**src/rtl/matrix_slot_allocator.sv**
```systemverilog
// Slot allocator for the shared matrix memory: keeps per-(m,n) occupancy bounded
// and replaces the oldest matrix (by allocation order) when a slot must be reused.
module matrix_slot_allocator #(
  parameter int NUM_SLOTS   = 8,
  parameter int SLOT_WORDS  = 27,
  parameter int MAX_PER_DIM = 2,
  parameter int BASE_OFFSET = 0
) (
  input  logic                         clk,
  input  logic                         rst_n,
  input  logic                         req_valid,
  input  logic [31:0]                  req_m,
  input  logic [31:0]                  req_n,
  input  logic                         clear_all,
  output logic [7:0]                   base_addr,
  output logic                         addr_ready,
  output logic [$clog2(NUM_SLOTS)-1:0] alloc_slot,
  output logic                         evicted,
  output logic                         alloc_err,
  output logic                         busy,
  output logic [4:0]                   slot_count
);

  localparam int SW = $clog2(NUM_SLOTS);

  typedef enum logic [2:0] {IDLE, SCAN, DECIDE, GRANT, WAIT_DROP} state_t;

  state_t              state;
  logic [SW-1:0]       idx;
  logic [2:0]          lat_m, lat_n;

  logic [NUM_SLOTS-1:0] slot_valid;
  logic [2:0]           slot_m    [NUM_SLOTS];
  logic [2:0]           slot_n    [NUM_SLOTS];
  logic [SW-1:0]        slot_rank [NUM_SLOTS];

  // Scan accumulators
  logic [4:0]    same_cnt;
  logic          free_found, same_found, any_found;
  logic [SW-1:0] first_free, oldest_same, oldest_any;
  logic [SW-1:0] same_rank, any_rank;

  logic          cur_valid, cur_same;
  logic [SW-1:0] cur_rank;
  logic [SW-1:0] target, target_rank;
  logic          target_evict;
  logic [4:0]    valid_cnt;
  logic          dims_legal;
  int            addr_calc;

  assign cur_valid  = slot_valid[idx];
  assign cur_same   = cur_valid && (slot_m[idx] == lat_m) && (slot_n[idx] == lat_n);
  assign cur_rank   = slot_rank[idx];
  assign dims_legal = (req_m != 32'd0) && (req_m <= 32'd5) &&
                      (req_n != 32'd0) && (req_n <= 32'd5);

  // NOTE: every signal driven here gets a default first so no latch is inferred.
  always_comb begin
    target       = oldest_any;
    target_evict = 1'b1;
    if (int'(same_cnt) >= MAX_PER_DIM) begin
      target = oldest_same;
    end else if (free_found) begin
      target       = first_free;
      target_evict = 1'b0;
    end
    target_rank = slot_rank[target];
    addr_calc   = BASE_OFFSET + SLOT_WORDS * int'(target);
  end

  always_comb begin
    valid_cnt = '0;
    for (int i = 0; i < NUM_SLOTS; i++) valid_cnt = valid_cnt + 5'(slot_valid[i]);
  end

  // NOTE: state is updated with non-blocking assignments so every read in this
  // block sees the pre-edge value, independent of statement order.
  // NOTE: the slot table is a handful of flops, not a RAM, so it is reset directly;
  // "all slots invalid" must hold immediately after rst_n asserts.
  always_ff @(posedge clk or negedge rst_n) begin
    if (!rst_n) begin
      state       <= IDLE;
      idx         <= '0;
      lat_m       <= '0;
      lat_n       <= '0;
      same_cnt    <= '0;
      free_found  <= 1'b0;
      same_found  <= 1'b0;
      any_found   <= 1'b0;
      first_free  <= '0;
      oldest_same <= '0;
      oldest_any  <= '0;
      same_rank   <= '0;
      any_rank    <= '0;
      slot_valid  <= '0;
      for (int i = 0; i < NUM_SLOTS; i++) begin
        slot_m[i]    <= '0;
        slot_n[i]    <= '0;
        slot_rank[i] <= '0;
      end
      base_addr  <= '0;
      alloc_slot <= '0;
      addr_ready <= 1'b0;
      evicted    <= 1'b0;
      alloc_err  <= 1'b0;
      busy       <= 1'b0;
      slot_count <= '0;
    end else begin
      slot_count <= valid_cnt;
      addr_ready <= 1'b0;
      evicted    <= 1'b0;
      alloc_err  <= 1'b0;
      if (clear_all) begin
        slot_valid <= '0;
        for (int i = 0; i < NUM_SLOTS; i++) slot_rank[i] <= '0;
        busy  <= 1'b0;
        state <= WAIT_DROP;
      end else begin
        case (state)
          IDLE: if (req_valid) begin
            lat_m <= req_m[2:0];
            lat_n <= req_n[2:0];
            if (dims_legal) begin
              idx        <= '0;
              same_cnt   <= '0;
              free_found <= 1'b0;
              same_found <= 1'b0;
              any_found  <= 1'b0;
              busy       <= 1'b1;
              state      <= SCAN;
            end else begin
              alloc_err <= 1'b1;
              state     <= WAIT_DROP;
            end
          end
          SCAN: begin
            if (cur_valid) begin
              if (!any_found || cur_rank > any_rank) begin
                any_found  <= 1'b1;
                oldest_any <= idx;
                any_rank   <= cur_rank;
              end
              if (cur_same) begin
                same_cnt <= same_cnt + 5'd1;
                if (!same_found || cur_rank > same_rank) begin
                  same_found  <= 1'b1;
                  oldest_same <= idx;
                  same_rank   <= cur_rank;
                end
              end
            end else if (!free_found) begin
              free_found <= 1'b1;
              first_free <= idx;
            end
            idx <= idx + 1'b1;
            if (idx == SW'(NUM_SLOTS - 1)) state <= DECIDE;
          end
          DECIDE: begin
            // Age everything younger than the reused slot (or everything, if it was free).
            for (int i = 0; i < NUM_SLOTS; i++) begin
              if (slot_valid[i] && (!target_evict || slot_rank[i] < target_rank))
                slot_rank[i] <= slot_rank[i] + 1'b1;
            end
            slot_valid[target] <= 1'b1;
            slot_m[target]     <= lat_m;
            slot_n[target]     <= lat_n;
            slot_rank[target]  <= '0;
            base_addr  <= addr_calc[7:0];
            alloc_slot <= target;
            evicted    <= target_evict;
            addr_ready <= 1'b1;
            state      <= GRANT;
          end
          GRANT: begin
            busy  <= 1'b0;
            state <= WAIT_DROP;
          end
          WAIT_DROP: if (!req_valid) state <= IDLE;
          default: state <= IDLE;
        endcase
      end
    end
  end

endmodule

```
**config.mk**
```make
export PLATFORM = sky130hd
export DESIGN_NAME = matrix_slot_allocator
export DESIGN_NICKNAME = d
export VERILOG_FILES = /design/src/rtl/matrix_slot_allocator.sv
export SDC_FILE = /design/constraint.sdc
export NUM_CORES = 1
export LEC_CHECK = 0
export ABC_CLOCK_PERIOD_IN_PS = 4400
export BUFFER_PORTS_ARGS = -buffer_cell sky130_fd_sc_hd__buf_2
export CORE_MARGIN = 3
export CORE_UTILIZATION = 60
export CTS_BUF_LIST = sky130_fd_sc_hd__clkbuf_8
export DETAILED_ROUTE_END_ITERATION = 16
export HOLD_SLACK_MARGIN = 0.02
export PLACE_DENSITY = 0.82
export SLEW_MARGIN = 25
export SYNTH_ARGS = -nofsm -noshare
export SYNTH_HDL_FRONTEND = slang
export SYNTH_SLANG_ARGS = --single-unit
```
**constraint.sdc**
```tcl
create_clock -name clk -period 4.4 [get_ports clk]
set_clock_uncertainty 0.05 [all_clocks]
set_input_delay 0.22 -clock clk [delete_from_list [all_inputs] [get_ports clk]]
set_output_delay 0.22 -clock clk [all_outputs]
set_load 0.02 [all_outputs]
```
==> metrics.csv <==
metric,value,unit
outcome,"complete, no violations",
number of flops mapped to enable cells by yosys,0,
worst hold endpoint,busy$_DFFE_PN0P_,
post-layout min period,3945,ps
Cell Pwr Density,296.5,nW/um^2
Worst R2R Start,same_cnt[0]$_DFFE_PN0P_,
worst reg2reg path depth,16,
Root Driver,clkbuf_8,
Post-Syn Area,7686,sq um
antenna cells,0,
initial antenna violation count,0,
Max Root-Sink Buffers,2,
worst reg-to-reg setup slack,450,ps
hold slack,99.46,ps
Worst Hold Depth,2,
hold_sp,clear_all,
Clock transition at path regs,80,ps
grt total ovfl,0,
initial DRC count,436,
DP HPWL,13.77,mm
Post-synth top flop,dfrtp_1,
Worst Path Required,4740,ps
Fin Setup TNS,0,ps
LEAKAGE,4.317,nW
total CTS buffers,17,
YS warnings,0,
Avg Vias per Cell,6.066,
final wirelength,18.94,mm
CP endpoint kind,flop,
gpl congestion,0.9698,
H-Tree Level Count,4,
synthesis-to-layout area growth,14.85,%
reg2reg end,slot_rank[5]$_DFFE_PN0P_,
Starting Density,0.6268,
Crit Path Max Fanout,9,
post-synthesis sequential area ratio,0.4330,
vias in the first global route,6262,
TritonCTS clock tree,built,
largest net degree at the start of global routing,58,
Seq cells post-synth,133,
total track usage,0.2793,
Die ar.,14200,sq um
kind of cell adding the most delay to the critical path,simple AND/OR/NAND/NOR gates,
Final Core Density,0.7199,
1st-pass router iterations,5,
Critical Path Slowest Stage Cell,or4_4,
CP Launch Type,flop,
Mapped Cells,688,
WL/cell,19.59,um
Synth async-reset ratio,1.000,
Max-Cap Viols,0,
"Design Area, Final",8827,sq um
Syn Nets,799,
Mean Syn Cell Area,11.17,sq um
worst skew pair latency,460,ps
first-pass GRT wire length,31.23,mm
Tcrit/Tclk final,0.8967,
vias,5866,
CTS sink count,133,
Core Region,12260,sq um
max-slew violations,0,
share of cells above drive strength 1,0.2866,
total chip power,0.002617,W
RSZ-0062 raised after global routing,no,
Final setup viols,0,
I/O pin total,88,
final net count,897,
kind of critical path,flop to flop,
PortBufs,86,
Hold Path Class,input port to flop,
Die Width,119.2,um
Worst path max stage delay,480,ps
Slew HR,0.4020,
Die Span Y,119.2,um
Cell variety after synth,65,
DRC viols,0,
Fillers,855,
CP Buf/Inv Count,4,
final hold vios,0,
Worst EP arrival,4290,ps
crit-path cells,inv_1 > ha_1 > or4_4 > nor2_4 > buf_4 > mux2_4 > inv_1 > mux4_2 > mux2i_1 > buf_4 > ha_1 > nor2_1 > o21ai_0 > o31a_1 > or4b_1 > nand3_1,
maximum vdd drop,0.4111,mV
slew at the pin closest to its max-slew limit,893.7,ps
antenna-violating nets left,0,
"Cell Area, Placed",8314,sq um
number of cell rows,40,
fmax,253.5,MHz
synthesized netlist by cell type, types with 5 or more instances:
cell type  instances  area share
a211o_1           12       0.014
a21o_1             6      0.0059
a21oi_1           22       0.014
a31oi_1            6      0.0049
a32o_1             5      0.0065
and4b_1            6      0.0078
buf_1              6      0.0029
clkbuf_1          13      0.0063
dfrtp_1          133        0.43
fa_1               5       0.013
ha_1              38       0.062
inv_1             46       0.022
maj3_1             6      0.0078
mux2_2            64       0.094
mux2i_1           34       0.044
mux4_2            22       0.064
nand2_1           67       0.033
nand2b_1           5      0.0041
nand3_1           11      0.0072
nand4_1            5      0.0041
nor2_1            27       0.013
nor2b_1           10      0.0081
nor4_1            16       0.013
o211ai_1           6      0.0059
o21ai_0           37       0.024
o21ai_1            7      0.0046
xor2_1             6      0.0068
routing by layer:
metal	global-route usage	routed length, um	part of all wire
met1	0.3370	7445	0.39
met4	0.1224	619	0.033
met3	0.07028	1232	0.065
met5	0	0	0
met2	0.4744	9642	0.51
how the worst max path moves through the flow:
stage / startpoint / to / slack (ps) / cells after the start
floorplan: same_cnt[0]$_DFFE_PN0P_ / slot_rank[17]$_DFFE_PN0P_ / 600 / 15
global placement: same_cnt[0]$_DFFE_PN0P_ / slot_rank[17]$_DFFE_PN0P_ / 620 / 16
detailed placement: same_cnt[0]$_DFFE_PN0P_ / slot_rank[5]$_DFFE_PN0P_ / 480 / 16
CTS: same_cnt[0]$_DFFE_PN0P_ / slot_rank[5]$_DFFE_PN0P_ / 470 / 16
global route: same_cnt[0]$_DFFE_PN0P_ / slot_rank[17]$_DFFE_PN0P_ / 230 / 16
finish: same_cnt[0]$_DFFE_PN0P_ / slot_rank[5]$_DFFE_PN0P_ / 450 / 16
power breakdown:
part           switching [W]  leakage (nW)  total, W  internal (W)
sequential         0.0000529          1.81   0.00129       0.00124
combinational       0.000103          2.29  0.000195     0.0000911
clock               0.000514         0.214   0.00113      0.000615
total               0.000670          4.32   0.00262       0.00195
logic make-up after synthesis:
group,synth area share
DFF,0.4330
xor gates and xnor gates,0.01139
and+or+nand+nor,0.1131
other,0.0004879
buffers and inverters,0.03858
adders and majority gates,0.08563
AOI/OAI and AO/OA,0.1070
muxes,0.2108
placed cells by master (no fill, tap or decap), types with 6 or more instances in the layout:
cell type	count
and4b_1	6
a21oi_1	22
nand3_1	11
mux4_2	22
clkbuf_8	20
nand2_1	67
nor2_1	27
nor4_1	16
buf_2	85
ha_1	38
inv_1	46
buf_4	11
o21ai_0	37
maj3_1	6
dlygate4sd3_1	7
a31oi_1	6
xor2_1	6
o21ai_1	7
a211o_1	12
nor2b_1	10
mux2_2	64
mux2i_1	34
o211ai_1	6
dfrtp_1	133
a21o_1	6
registers in the layout, summed over array words and instances, names as in the netlist, 4 cells and up:
signal and cells:
same_cnt 5, base_addr 8, slot_rank 24, slot_valid 8, slot_n 24, slot_m 24
slot_count 4
final cells by class:
type,count,area (sq um),area share
multi-input combinational,482,4063,0.4602
inverter,48,185.2,0.02098
clock inverter,12,167.7,0.01899
sequential,133,3328,0.3770
timing repair buffer,104,598.1,0.06775
tap,168,210.2,0.02381
clock buffer,20,275.3,0.03118
what timing repair did:
action                     in CTS  in global routing
hold buffers                    7                  0
resized for setup               0                  0
hold endpoints to repair       61                  0
buffers inserted                0                  0
setup endpoints to repair       0                  0
stage by stage:
stage / setup WS (ps) / cells
6_report: 454.7 / 967
5_1_grt: 225.7 / 967
4_1_cts: 472.4 / 967
3_5_place_dp: 480.7 / 928
3_3_place_gp: 619.2 / 928
2_1_floorplan: 600.9 / 688
Power figures use the tool's default switching activity.
